**src/rtl/lca_pkg.sv**
```systemverilog
// ---------------------------------------------------------------------------
// lca_pkg
// Shared constants and types for the LM/SM multi-register sequencer.
//   OPC_LM / OPC_SM : opcodes of load-multiple / store-multiple
//   OPC_W           : width of the opcode field at the top of the instruction
//   BASE_HI/BASE_LO : base-register field, left untouched in micro-ops
//   NOP_IR          : 16-bit no-op instruction (opcode in [15:12])
//   state_e         : sequencer states
// ---------------------------------------------------------------------------
package lca_pkg;

  localparam int OPC_W   = 4;
  localparam int BASE_HI = 11;
  localparam int BASE_LO = 9;

  localparam logic [3:0]  OPC_LM = 4'b0110;
  localparam logic [3:0]  OPC_SM = 4'b0111;
  localparam logic [15:0] NOP_IR = 16'hF000;

  typedef enum logic {
    ST_IDLE = 1'b0,
    ST_SEQ  = 1'b1
  } state_e;

  function automatic logic is_multi(input logic [OPC_W-1:0] opc);
    return (opc == OPC_LM) || (opc == OPC_SM);
  endfunction

endpackage

```
**src/rtl/lca_lowest_set.sv**
```systemverilog
// ---------------------------------------------------------------------------
// lca_lowest_set
// Find-first-set from the LSB side.
//   W     : vector width
//   IDX_W : index width
// Ports:
//   vec   : input vector
//   idx   : index of the lowest set bit (0 when none set)
//   found : 1 when at least one bit of vec is set
// ---------------------------------------------------------------------------
module lca_lowest_set #(
  parameter int W     = 8,
  parameter int IDX_W = $clog2(W)
) (
  input  logic [W-1:0]     vec,
  output logic [IDX_W-1:0] idx,
  output logic             found
);

  // Scan from the top down so the last hit (lowest index) wins.
  always_comb begin
    idx   = '0;
    found = 1'b0;
    for (int i = W - 1; i >= 0; i--) begin
      if (vec[i]) begin
        idx   = IDX_W'(i);
        found = 1'b1;
      end
    end
  end

endmodule

```
**src/rtl/lca_multi_seq.sv**
```systemverilog
// ---------------------------------------------------------------------------
// lca_multi_seq
// Expands an LM/SM instruction sitting in the ID stage into one micro-op per
// set bit of its register mask, lowest register first. The first micro-op is
// issued combinationally in the cycle the instruction is decoded; the rest
// follow from the remaining-mask register while the PC/IF-ID is frozen.
//
// Ports:
//   clk, reset      : clock, synchronous active-low reset
//   id_ir, id_valid : instruction in IF/ID and its valid flag
//   stall_in        : downstream stall, freezes sequencing
//   flush           : IF/ID flush, abandons any sequence
//   busy            : a micro-op beyond the first is being issued
//   pc_write        : PC and IF/ID may advance
//   ir_load_mux     : ID stage takes new_ir instead of id_ir
//   new_ir          : generated micro-op
//   first_multiple  : current micro-op is the first of its sequence
//   reg_addr        : register index of the current micro-op
//   last_xfer       : current micro-op is the last of its sequence
//
// Build option: LCA_MULTI_ZERO_MASK_NOP_EN -- when defined, an LM/SM with an
// all-zero mask is replaced by a single NOP; otherwise it passes through.
// ---------------------------------------------------------------------------
module lca_multi_seq
  import lca_pkg::*;
#(
  parameter int DATA_W   = 16,
  parameter int NUM_REGS = 8,
  parameter int REG_AW   = $clog2(NUM_REGS)
) (
  input  logic              clk,
  input  logic              reset,
  input  logic [DATA_W-1:0] id_ir,
  input  logic              id_valid,
  input  logic              stall_in,
  input  logic              flush,
  output logic              busy,
  output logic              pc_write,
  output logic              ir_load_mux,
  output logic [DATA_W-1:0] new_ir,
  output logic              first_multiple,
  output logic [REG_AW-1:0] reg_addr,
  output logic              last_xfer
);

  state_e              state, state_nxt;
  logic [NUM_REGS-1:0] rem, rem_nxt;
  logic [NUM_REGS-1:0] scan, onehot, cleared;
  logic [REG_AW-1:0]   low_idx;
  logic                low_found;
  logic                multi_op;
  logic                single;
  logic [DATA_W-1:0]   micro_ir;

`ifdef LCA_MULTI_ZERO_MASK_NOP_EN
  // Keep the NOP opcode aligned to the top of the instruction for any width.
  localparam logic [DATA_W-1:0] NOP_WORD =
    {NOP_IR[15:12], {(DATA_W-OPC_W){1'b0}}};
`endif

  assign multi_op = id_valid && is_multi(id_ir[DATA_W-1 -: OPC_W]);

  // One priority encoder serves both states: the fresh mask in IDLE, the
  // remaining mask in SEQ.
  assign scan = (state == ST_SEQ) ? rem : id_ir[NUM_REGS-1:0];

  lca_lowest_set #(
    .W     (NUM_REGS),
    .IDX_W (REG_AW)
  ) u_lowest (
    .vec   (scan),
    .idx   (low_idx),
    .found (low_found)
  );

  assign onehot   = {{(NUM_REGS-1){1'b0}}, 1'b1} << low_idx;
  assign cleared  = scan & ~onehot;
  assign single   = ~|cleared;
  assign micro_ir = {id_ir[DATA_W-1:NUM_REGS], onehot};

  always_comb begin
    busy           = 1'b0;
    pc_write       = 1'b1;
    ir_load_mux    = 1'b0;
    new_ir         = '0;
    first_multiple = 1'b0;
    reg_addr       = '0;
    last_xfer      = 1'b0;
    state_nxt      = state;
    rem_nxt        = rem;

    // While reset is held the outputs show their reset values.
    if (reset) begin
      case (state)
        ST_IDLE: begin
          if (multi_op) begin
            if (low_found) begin
              ir_load_mux    = 1'b1;
              first_multiple = 1'b1;
              reg_addr       = low_idx;
              new_ir         = micro_ir;
              if (single) begin
                last_xfer = 1'b1;
              end else begin
                pc_write  = 1'b0;
                state_nxt = ST_SEQ;
                rem_nxt   = cleared;
              end
            end else begin
`ifdef LCA_MULTI_ZERO_MASK_NOP_EN
              ir_load_mux = 1'b1;
              new_ir      = NOP_WORD;
              last_xfer   = 1'b1;
`endif
            end
          end
        end
        ST_SEQ: begin
          // rem is never zero here: entry requires two or more set bits and
          // the last one sends the state back to IDLE.
          busy        = 1'b1;
          ir_load_mux = 1'b1;
          reg_addr    = low_idx;
          new_ir      = micro_ir;
          pc_write    = 1'b0;
          rem_nxt     = cleared;
          if (single) begin
            last_xfer = 1'b1;
            pc_write  = 1'b1;
            state_nxt = ST_IDLE;
          end
        end
        default: begin
          state_nxt = ST_IDLE;
          rem_nxt   = '0;
        end
      endcase

      if (stall_in) begin
        pc_write  = 1'b0;
        state_nxt = state;
        rem_nxt   = rem;
      end

      // Flush wins over stall: the instruction being expanded is discarded.
      if (flush) begin
        state_nxt = ST_IDLE;
        rem_nxt   = '0;
      end
    end
  end

  always_ff @(posedge clk) begin
    if (!reset) begin
      state <= ST_IDLE;
      rem   <= '0;
    end else begin
      state <= state_nxt;
      rem   <= rem_nxt;
    end
  end

endmodule

```
**config.mk**
```make
export PLATFORM = sky130hd
export DESIGN_NAME = lca_multi_seq
export DESIGN_NICKNAME = d
export VERILOG_FILES = /design/src/rtl/lca_pkg.sv /design/src/rtl/lca_lowest_set.sv /design/src/rtl/lca_multi_seq.sv
export SDC_FILE = /design/constraint.sdc
export NUM_CORES = 1
export LEC_CHECK = 0
export ABC_CLOCK_PERIOD_IN_PS = 7590
export CORE_MARGIN = 2
export CORE_UTILIZATION = 40
export CTS_BUF_LIST = sky130_fd_sc_hd__clkbuf_8
export CTS_CLUSTER_DIAMETER = 40
export DETAILED_ROUTE_END_ITERATION = 6
export GPL_TIMING_DRIVEN = 0
export PLACE_DENSITY = 0.79
export SETUP_SLACK_MARGIN = 0.15
export SLEW_MARGIN = 40
export SYNTH_ARGS = -nofsm -noshare
export SYNTH_HDL_FRONTEND = slang
export SYNTH_HIERARCHICAL = 1
export SYNTH_SLANG_ARGS = --single-unit
```
**constraint.sdc**
```tcl
create_clock -name clk -period 7.59 [get_ports clk]
set_input_delay 1.1385 -clock clk [delete_from_list [all_inputs] [get_ports clk]]
set_output_delay 1.1385 -clock clk [all_outputs]
set_load 0.005 [all_outputs]
```
==> Yosys cells after proc, flatten, opt, wreduce, memory -nomap -nowiden <==
Index checks and enable logic that the tools add are counted.
{ "classes": {"multipliers": 0, "shift": 1, "n_div": 0, "add_sub_neg": 0, "reduce_logical": 5, "n_bitwise": 5, "magnitude_cmp": 0, "n_eq_ne": 5, "mux": 51} }
{ "op_table": {"columns": ["operator", "count"], "rows": [
  ["two-way mux 16 bit", 3],
  ["two-way mux 3 bit", 11],
  ["two-way mux 8 bit", 4],
  ["case mux 16 bit (2 select lines)", 1],
  ["two-way mux 1 bit", 26],
  ["case mux 8 bit (2 select lines)", 1],
  ["AND 8 bit", 1],
  ["equality test 4 x 3 -> 1 bit, second input constant", 2],
  ["NOT 8 bit", 1],
  ["case mux 1 bit (2 select lines)", 4],
  ["OR reduction 8 bit", 1],
  ["<< shifter 1 x 3 -> 8 bit, first input constant", 1],
  ["!= test 2 bit, second input constant", 3],
  ["case mux 3 bit (2 select lines)", 1],
  ["AND reduction 4 bit", 1],
  ["NOT 1 bit", 3],
  ["OR reduction 2 bit", 1],
  ["logical AND 1 bit", 1],
  ["logical OR 1 bit", 1]
]} }
{ "totals": {"word_cells": 69, "reg_bits": 9, "memories": 0, "ramBits": 0, "output_inout_bits": 24, "mem_bits_ro": 0, "latch_bits": 0, "inputBits": 21} }

==> Logic depth before layout (Yosys ltp) <==
Gate-level depths: netlist (run 1).
{ "logic_depth": {"depth_word": 19, "depth_mapped": 13, "depth_no_buf": 10} }

==> Modules after synthesis <==
The synthesis (run 1) kept the hierarchy.
{ "by_module_without_submodules": {"columns": ["module", "n_inst", "area_per_inst_um2", "cells_per_inst"], "rows": [
  ["lca_multi_seq", 1, 929.6, 129],
  ["lca_lowest_set", 1, 80.1, 13]
]} }

==> Worst setup path after synthesis (run 1) <==
OpenSTA, ideal clock, no wires.
{ "synth_timing": {"path_type": "input-to-output", "start": "input port id_ir[7]", "end": "output port new_ir[10]", "path_slack_ns": 3.536, "path_buffers": 2, "path_stages": 10, "arrival_time_ns": 2.916, "cell_sequence": "mux2i_1 > inv_1 > nor4_1 > nand2_1 > a41oi_1 > nand2b_1 > buf_2 > inv_1 > clkbuf_1 > and2_1"} }
{ "synth_between": {"elab_chain_len": 13} }
{ "synth_rtl": {"columns": ["item", "line_no", "source"], "rows": [
  ["start, declared", "lca_multi_seq.sv:33", "input logic [DATA_W-1:0] id_ir,"],
  ["two-way mux 8 bit", "lca_multi_seq.sv:65", "assign scan = (state == ST_SEQ) ? rem : id_ir[NUM_REGS-1:0];"],
  ["named net scan[7]", "lca_multi_seq.sv:48", "logic [NUM_REGS-1:0] scan, onehot, cleared;"],
  ["two-way mux 1 bit (8 in a row)", "lca_lowest_set.sv:25", "if (vec[i]) begin"],
  ["named net low_found", "lca_multi_seq.sv:50", "logic low_found;"],
  ["two-way mux 16 bit", "lca_multi_seq.sv:97", "if (low_found) begin"],
  ["two-way mux 16 bit", "lca_multi_seq.sv:96", "if (multi_op) begin"],
  ["case mux 16 bit (2 select lines)", "lca_multi_seq.sv:94", "case (state)"],
  ["two-way mux 16 bit", "lca_multi_seq.sv:93", "if (reset) begin"],
  ["end, declared", "lca_multi_seq.sv:40", "output logic [DATA_W-1:0] new_ir,"]
]} }
The timed path passes the listed nets, and every way through them passes these cells.

==> Worst setup path after layout (run 1) <==
{ "layout_timing": {"start": "input port id_ir[6]", "end": "output port pc_write"} }
{ "layout_between": {"elab_chain_len": 18} }
{ "layout_rtl": {"columns": ["item", "line_no", "source"], "rows": [
  ["two-way mux 8 bit *", "lca_multi_seq.sv:65", null],
  ["named net scan[6]", "lca_multi_seq.sv:48", null],
  ["two-way mux 3 bit * (7 in a row)", "lca_lowest_set.sv:25", null],
  ["named net low_idx[0]", "lca_multi_seq.sv:49", "logic [REG_AW-1:0] low_idx;"],
  ["<< shifter 1 x 3 -> 8 bit *", "lca_multi_seq.sv:76", "assign onehot = {{(NUM_REGS-1){1'b0}}, 1'b1} << low_idx;"],
  ["NOT 8 bit *", "lca_multi_seq.sv:77", "assign cleared = scan & ~onehot;"],
  ["AND 8 bit *", "lca_multi_seq.sv:77", null],
  ["OR reduction 8 bit *", "lca_multi_seq.sv:78", "assign single = ~|cleared;"],
  ["two-way mux 1 bit *", "lca_multi_seq.sv:102, lca_multi_seq.sv:127", null],
  ["two-way mux 1 bit", "lca_multi_seq.sv:97", null],
  ["two-way mux 1 bit", "lca_multi_seq.sv:96", null],
  ["case mux 1 bit (2 select lines) *", "lca_multi_seq.sv:94", null],
  ["two-way mux 1 bit *", "lca_multi_seq.sv:139", "if (stall_in) begin"],
  ["two-way mux 1 bit *", "lca_multi_seq.sv:93", null],
  ["end, declared", "lca_multi_seq.sv:38", "output logic pc_write,"]
]} }
The timed path passes the listed nets; every way through them passes the cells marked *.

==> results by group, run 1 <==
Run status
  • Status: complete, no violations

Placed design
  • Port Buffers: 44
  • Hpwl dp: 2.524 mm
  • GPL Wtd Cong: 0.8936

GRT
  • Largest net degree at the start of global routing: 11
  • Met3 Resource Use GR: 5.464%
  • GR Layer Usage met2: 41.16%
  • Global route overflow: 0
  • Initial antenna violation count: 0
  • Met1 usage in global routing: 27.52%
  • Tot GR Track Use: 22.71%
  • Grt peak-use layer: met2
  • Via count of the first global-routing pass: 1056
  • First-pass GRT wire length: 4.836 mm

Timing
  • Rel. slew slack: 58.92%
  • Pins over their slew limit: 0
  • Setup TNS: 0 ns
  • RSZ-0062 raised after global routing: false
  • Fmax: 185.6 MHz
  • Final min period: 5.387 ns
  • Final setup viols: 0
  • Final Hold Fails: 0
  • Setup Skew: 0.0004605 ns
  • Period utilisation layout: 70.98%
  • Worst-Margin Slew: 0.6082 ns

Final layout
  • FILL cells: 234
  • Final nets: 212
  • Area Growth Syn to Fin: 51.80%
  • Antenna cells: 0
  • Util after Layout: 63.01%
  • Ratio of cells with drive above 1 in the final layout: 9.474%

Route
  • ANT nets after route: 0
  • Via density: 5.405
  • Wirelength per Cell: 14.40 um
  • Initial DRT Pass Iterations: 4
  • Starting DRT DRC Count: 15
  • # DRC: 0
  • Vias: 1189
  • Post-Route WL: 3.167 mm

Synth
  • Largest family of logic cells by synthesized area: simple AND/OR/NAND/NOR gates
  • Area leader, netlist: dfxtp_1
  • Main synth FF type: dfxtp_1
  • Compound-Gate Fraction of Synth Area: 19.33%
  • Seq/Total Area, Yosys: 17.84%
  • Mean post-synth cell area: 7.111 um2
  • Synth cell count leaders: nand2_1, nor2_1, inv_1, mux2i_1, and2_1
  • Post-synth cell types: 36
  • Mux contribution to synthesized area: 11.90%
  • Synth Register Bits: 9
  • Simple-gate share of the synthesized area: 40.40%
  • Most common cell in the netlist: nand2_1
  • Ys Warns: 6
  • Cells after Synth: 142
  • Post-synth ARST share: 0%
  • Synth top area share: 17.84%
  • Cell area after synthesis: 1010 um2
  • Top cells by area, synth: dfxtp_1, mux2i_1, nand2_1
  • Synth Area in Adders: 0%
  • XOR/XNOR share of the synthesized area: 0%
  • Net Count, Synth: 163
  • EDFF count, synth: 0

Floorplan
  • Starting Density: 41.51%
  • # rows: 18
  • Vert. Die Dim: 54.24 um
  • Core area: 2432 um2
  • Die area: 2942 um2
  • Die width: 54.24 um
  • # IOs: 45

Pwr
  • Pwr Density: 94.18 nW/um2
  • Max VDD drop: 0.0001116 V
  • Leakage power: 0.0005549 uW

Clocking
  • CTS tree: built
  • Hold_buf cts: 0
  • H-tree levels: 1
  • CTS sink count: 9
  • Root buffer selected by CTS: clkbuf_8
  • Post-CTS resize count: 0
  • Clk buf depth: 2
  • Register clock-pin slew on the reported worst setup and hold paths: 0.05 ns
  • Setup Buffers After CTS: 0
  • CTS Buf Count: 3
  • Clk_lat worst skew: 0.23 ns

Worst hold path
  • Worst hold-check path type: reg -> reg
  • Hold Path End: rem[3]
  • Hold depth: 2
  • HP Start: rem[3]

Critical path
  • R2R Setup Slk: 4.31 ns
  • Worst Path Required: 6.45 ns
  • CP Data Arrival Time: 4.25 ns
  • Worst Path Max Fanout: 10
  • Critical Path End Type: output pin
  • Startpoint types: input pin
  • Critical path class: in -> out
  • Worst Reg-to-Reg Cells: 11
  • FF-to-FF End: rem[7]
  • Reg2Reg Launch Point: state

Run
  • Max cap viols: 0
-- cell families (layout without fill, tap and decap cells) --
| kind of cell | count (synthesis) | after routing |
|---|---|---|
| mux | 12 | 12 |
| buf+inv | 22 | 70 |
| simple gates | 76 | 76 |
| flops | 9 | 9 |
| compound gates | 23 | 23 |
-- state kept, by name, summed over array words and instances, names as in the netlist --
register / count
state: 1
rem: 8
-- placed cells by master, fill, tap and decap left out, types with 2 or more instances in the layout --
cell type	instances
nand3b_1	2
nor2b_1	4
nor2_1	15
inv_1	13
mux2i_1	12
a21oi_1	5
buf_2	4
o211ai_1	4
nand4_1	9
and3_1	2
or3b_2	2
clkbuf_8	3
o21ai_0	3
dfxtp_1	9
nor3_1	5
nand2b_1	3
clkbuf_1	4
nor3b_1	3
nand2_1	17
and2_1	10
clkdlybuf4s50_1	44
-- cell type report --
class / count / area [um2] / share of cell area, %
buffer: 10 / 61.31 / 4.000
clock buffer: 3 / 41.29 / 2.694
clock inverter: 1 / 3.754 / 0.2449
inverter: 12 / 45.04 / 2.939
multi-input combinational: 111 / 723.2 / 47.18
sequential: 9 / 180.2 / 11.76
tap: 30 / 37.54 / 2.449
timing repair buffer: 44 / 440.4 / 28.73
-- worst max-delay path, stage by stage --
cell             delay (ns)
clkdlybuf4s50_1        0.42
mux2i_1                0.20
inv_1                  0.14
inv_1                  0.08
a21oi_1                0.07
o41ai_1                0.51
buf_2                  0.30
and3_1                 0.23
o22ai_2                0.10
a31oi_1                0.25
a21oi_1                0.11
o21ai_0                0.16
clkdlybuf4s50_1        0.53
-- layer usage --
| layer | part of all wire (%) | vias up | wire length [um] |
|---|---|---|---|
| met3 | 3.9 | 5 | 124 |
| li1 | - | 596 | - |
| met4 | 1.1 | 0 | 34 |
| met2 | 51 | 23 | 1615 |
| met1 | 44 | 565 | 1392 |
| met5 | 0 | - | 0 |
-- worst max-delay path by stage --
stage | start | slack (ns) | to
2_1_floorplan | id_ir[7] | 3.54 | new_ir[10]
3_3_place_gp | id_ir[6] | 2.34 | pc_write
3_5_place_dp | id_ir[6] | 2.28 | pc_write
4_1_cts | id_ir[6] | 2.23 | pc_write
5_1_grt | id_ir[6] | 1.89 | pc_write
6_report | id_ir[6] | 2.20 | pc_write
-- through the flow --
stage	cell area (um2)	instances	worst slack, ns	total power [uW]	hold WS, ns
finish	1533	220	2.203	144.3	0.4599
global route	1533	220	1.893	152.1	0.4875
CTS	1533	220	2.231	145.9	0.4619
detailed placement	1488	216	2.276	89.79	0.4553
global placement	1488	216	2.344	88.60	0.4415
floorplan	1010	142	3.536	70.74	0.4344
-- report_power, final --
group | internal (uW) | total [uW] | switching, uW
clock | 35.3 | 54.9 | 19.6
sequential | 47.7 | 47.8 | 0.174
combinational | 20.7 | 41.6 | 21.0
Power figures use the tool's default switching activity.
==> run 2: changes to the inputs <==
Settings changed: ABC_CLOCK_PERIOD_IN_PS 7590 to 4930, CORE_UTILIZATION 40 to 39, PLACE_DENSITY 0.79 to 0.81.
Clock period 7.59 ns to 4.93 ns, I/O delays scaled along.
==> run 2 against run 1 <==
Sequential power is 54% higher; critical path depth stayed put; non-clock buffer count stayed put; core utilization is 0.37 points lower; die area is 2.4% higher; clock-buffer cell count stayed put; largest power group unchanged.
==> results by group, run 2 (synthesis results as in run 1) <==
Run status
  • Status: complete, no violations (unchanged)

Critical path
  • Reg2Reg Launch Point: state (unchanged)
  • Worst Path Max Fanout: 10 (unchanged)
  • Worst Reg-to-Reg Cells: 11 (unchanged)
  • R2R Setup Slk: 1.71 ns (was 4.31 ns)
  • Startpoint types: input pin (unchanged)
  • Worst Path Required: 4.19 ns (was 6.45 ns)
  • CP Data Arrival Time: 3.78 ns (was 4.25 ns)
  • Critical Path End Type: output pin (unchanged)
  • Critical path class: in -> out (unchanged)
  • Crit path capture: pc_write (unchanged)
  • FF-to-FF End: rem[7] (unchanged)
  • Worst setup startpoint: id_ir[6] (unchanged)

GRT
  • Met1 usage in global routing: 27.00% (was 27.52%)
  • Global route overflow: 0 (unchanged)
  • GR Layer Usage met2: 41.67% (was 41.16%)
  • Grt peak-use layer: met2 (unchanged)
  • Initial antenna violation count: 0 (unchanged)
  • Tot GR Track Use: 23.91% (was 22.71%)
  • First-pass GRT wire length: 5.037 mm (was 4.836 mm)
  • Met3 Resource Use GR: 6.831% (was 5.464%)
  • Largest net degree at the start of global routing: 11 (unchanged)
  • Via count of the first global-routing pass: 1120 (was 1056)

Timing
  • Worst-Margin Slew: 0.5469 ns (was 0.6082 ns)
  • Pins over their slew limit: 0 (unchanged)
  • Min Hold Slack: 0.4624 ns (was 0.4599 ns)
  • Setup slack after layout: 0.4071 ns (was 2.203 ns)
  • Fmax: 221.1 MHz
  • Final min period: 4.523 ns
  • Setup TNS: 0 ns (unchanged)
  • Final setup viols: 0 (unchanged)
  • Rel. slew slack: 63.07% (was 58.92%)
  • RSZ-0062 raised after global routing: false (unchanged)
  • Setup Skew: 0.001446 ns (was 0.0004605 ns)
  • Final Hold Fails: 0 (unchanged)
  • Period utilisation layout: 91.74%

Worst hold path
  • Worst hold-check path type: reg -> reg (unchanged)
  • Hold depth: 2 (unchanged)
  • HP Start: rem[3] (unchanged)

Floorplan
  • Die area: 3012 um2 (was 2942 um2)
  • # rows: 18 (unchanged)
  • # IOs: 45 (unchanged)
  • Core area: 2455 um2 (was 2432 um2)
  • Die width: 54.88 um (was 54.24 um)
  • Starting Density: 41.13% (was 41.51%)
  • Vert. Die Dim: 54.88 um (was 54.24 um)

Final layout
  • Area Growth Syn to Fin: 52.29% (was 51.80%)
  • Most frequent cells in the layout: clkdlybuf4s50_1, nand2_1, nor2_1, inv_1, mux2i_1 (unchanged)
  • Antenna cells: 0 (unchanged)
  • Final nets: 212 (unchanged)
  • Leading registers by flop count: rem (8), state (1) (unchanged)
  • Largest register FFs: 8 (unchanged)
  • Commonest non-fill, non-tap cell in the layout: clkdlybuf4s50_1 (unchanged)
  • Finished Cell Area: 1538 um2 (was 1533 um2)
  • Top reg by flops: rem (unchanged)
  • Ratio of cells with drive above 1 in the final layout: 10.00% (was 9.474%)

Pwr
  • Pwr Density: 144.5 nW/um2 (was 94.18 nW/um2)
  • Leakage power: 0.0005559 uW (was 0.0005549 uW)
  • Max VDD drop: 0.0001303 V (was 0.0001116 V)

Placed design
  • Port Buffers: 44 (unchanged)
  • Hpwl dp: 2.509 mm (was 2.524 mm)
  • Pre-CTS worst setup slack: 0.3933 ns (was 2.276 ns)
  • GPL Wtd Cong: 0.9005 (was 0.8936)
  • Post-DP Area: 1488 um2 (unchanged)

Clocking
  • CTS tree: built (unchanged)
  • CTS Buf Count: 3 (unchanged)
  • Hold_buf cts: 0 (unchanged)
  • Clk_lat worst skew: 0.24 ns (was 0.23 ns)
  • Clk buf depth: 2 (unchanged)
  • Root buffer selected by CTS: clkbuf_8 (unchanged)
  • CTS sink count: 9 (unchanged)
  • Setup Buffers After CTS: 0 (unchanged)
  • Register clock-pin slew on the reported worst setup and hold paths: 0.04 ns (was 0.05 ns)
  • Post-CTS resize count: 0 (unchanged)
  • H-tree levels: 1 (unchanged)

Route
  • Initial DRT Pass Iterations: 4 (unchanged)
  • # DRC: 0 (unchanged)
  • ANT nets after route: 0 (unchanged)
  • Wirelength per Cell: 14.10 um (was 14.40 um)
  • Starting DRT DRC Count: 36 (was 15)
  • Vias: 1192 (was 1189)
  • Post-Route WL: 3.101 mm (was 3.167 mm)
  • Via density: 5.418 (was 5.405)

Run
  • Max cap viols: 0 (unchanged)
run 2: critical path, cell delays in order:
cell	delay [ns]
clkdlybuf4s50_1	0.43
mux2i_1	0.22
inv_1	0.14
inv_1	0.07
a21oi_1	0.06
o41ai_1	0.46
buf_2	0.31
nor3b_1	0.20
o21ai_0	0.13
a22oi_2	0.22
a21oi_1	0.11
o21ai_0	0.17
clkdlybuf4s50_1	0.52
run 2: routing by layer:
layer	part of all wire, %	vias up
met5	0	-
met4	2.1	0
met3	4.7	9
met2	51	32
met1	42	555
li1	-	596
run 2: worst min-delay path by stage:
stage,slack (ns),end
floorplan,0.43,rem[3]
global placement,0.44,rem[3]
detailed placement,0.46,rem[3]
CTS,0.47,rem[3]
global route,0.49,rem[3]
finish,0.46,rem[3]
run 2: final cells by class:
cell class	instances	area (um2)
flip-flops and latches	9	180.2
fillers	219	917.1
inverters	12	45.04
well taps	30	37.54
clock inverters	1	3.754
plain buffers	10	61.31
clock buffers	3	41.29
multi-input cells	111	728.2
repair buffers	44	440.4
run 2: metrics by stage:
stage               power, uW  instances  utilization, %
finish                  222.2        220           62.64
global placement        136.2        216           60.60
floorplan               108.9        142               -
CTS                     225.5        220           62.44
detailed placement      137.8        216           60.60
global route            234.4        220           62.64
run 2: power by group:
group / switching (uW) / leakage, uW / internal, uW / total [uW]
clock: 30.1 / 0.0000269 / 54.3 / 84.4
sequential: 0.262 / 0.0000725 / 73.4 / 73.7
combinational: 32.2 / 0.000456 / 32.0 / 64.2
==> run 3: changes to the inputs <==
Settings changed: SKIP_CTS_REPAIR_TIMING set to 1.
==> results of run 3 <==
No change in the layout: final DEF, timing and power equal those of run 2.
==> patch: new RTL, settings of run 3 <==
Add a define of `LCA_MULTI_ZERO_MASK_NOP_EN`.
--- a/src/rtl/lca_multi_seq.sv
+++ b/src/rtl/lca_multi_seq.sv
@@ -22,4 +22,6 @@
 // all-zero mask is replaced by a single NOP; otherwise it passes through.
 // ---------------------------------------------------------------------------
+`define LCA_MULTI_ZERO_MASK_NOP_EN
+
 module lca_multi_seq
   import lca_pkg::*;
Check against the original RTL: not equivalent (Yosys sat finds a counterexample within 4 cycles, from zero or initial values).
==> patch against run 3 <==
Sequential cell count unchanged; global-route usage fell by 1.4 points; design area rose by 3.4%; total power is 3.5% higher; wire length grew 5.4%; synthesized area decreased by 4.8%; combinational power rose by 7.6%; utilization rose by 7.2 points; worst setup slack got worse by 96 ps; via count rose by 0.25%.
==> patch: results (changes against run 3) <==
Placement
  • Placed Area: 0.00143 mm² (was 0.00149 mm²)
  • Port Buffers: 43 (was 44)
  • Pre-CTS WS: 61.6 ps (was 393 ps)
  • Hpwl dp: 2.34 mm (was 2.51 mm)
  • Final RePlAce weighted congestion: 0.857 (was 0.901)

Worst setup path
  • R2R Path End: rem[2] (was rem[7])
  • R2r setup slk: 1600 ps (was 1710 ps)
  • Max FO, Critical Path: 5 (was 10)

Finish
  • Multi-input combinational area share: 0.487 (was 0.474)
  • Final sequential cell count: 9 (unchanged)
  • Final #Nets: 202 (was 212)
  • Util after Layout: 0.699 (was 0.626)

Power
  • Leak Pwr: 0.602 nW (was 0.556 nW)
  • Peak VDD IR: 0.000143 V (was 0.000130 V)

Global route
  • Met1 Use GR: 0.292 (was 0.270)
  • Vias in the first global route: 1065 (was 1120)
  • GRT Resource Usage Total: 0.225 (was 0.239)

Min path
  • Hold EP: rem[0] (was rem[3])
  • Hold-critical path depth: 1 (was 2)

Run status
  • Status: complete, no violations (unchanged)

Yosys
  • Multiplexer share of the synthesized area: 0.0872 (was 0.119)
  • Post-synthesis sequential area ratio: 0.188 (was 0.178)
  • Syn nets: 149 (was 163)

Route
  • DRT iter0 DRCs: 44 (was 36)
  • Number of vias per cell: 5.75 (was 5.42)
  • Routed len/inst: 15.7 µm (was 14.1 µm)
## patch: worst max-delay path, delay by kind of cell
family / cells / cell delay [ps]
simple gates: 3 / 1040
compound gates: 4 / 830
mux: 1 / 340
buf+inv: 2 / 940
## patch: worst max path at each step
stage,startpoint,end,slack (ps),depth (start not counted)
global placement,id_ir[0],pc_write,180,10
global route,id_ir[1],pc_write,130,10
floorplan,id_ir[2],pc_write,1330,7
CTS,id_ir[0],pc_write,30,10
detailed placement,id_ir[0],pc_write,60,10
finish,id_ir[4],pc_write,310,10
## patch: report_power, final
| part | internal [mW] | switching (mW) |
|---|---|---|
| sequential | 0.0733 | 0.000293 |
| clock | 0.0545 | 0.0328 |
| combinational | 0.0354 | 0.0337 |
| total | 0.163 | 0.0667 |
## patch: logic make-up (layout without fill, tap and decap cells)
kind of cell / Yosys count / count (layout)
compound gates: 38 / 38
flops: 9 / 9
mux: 8 / 8
buf+inv: 17 / 69
simple gates: 56 / 56
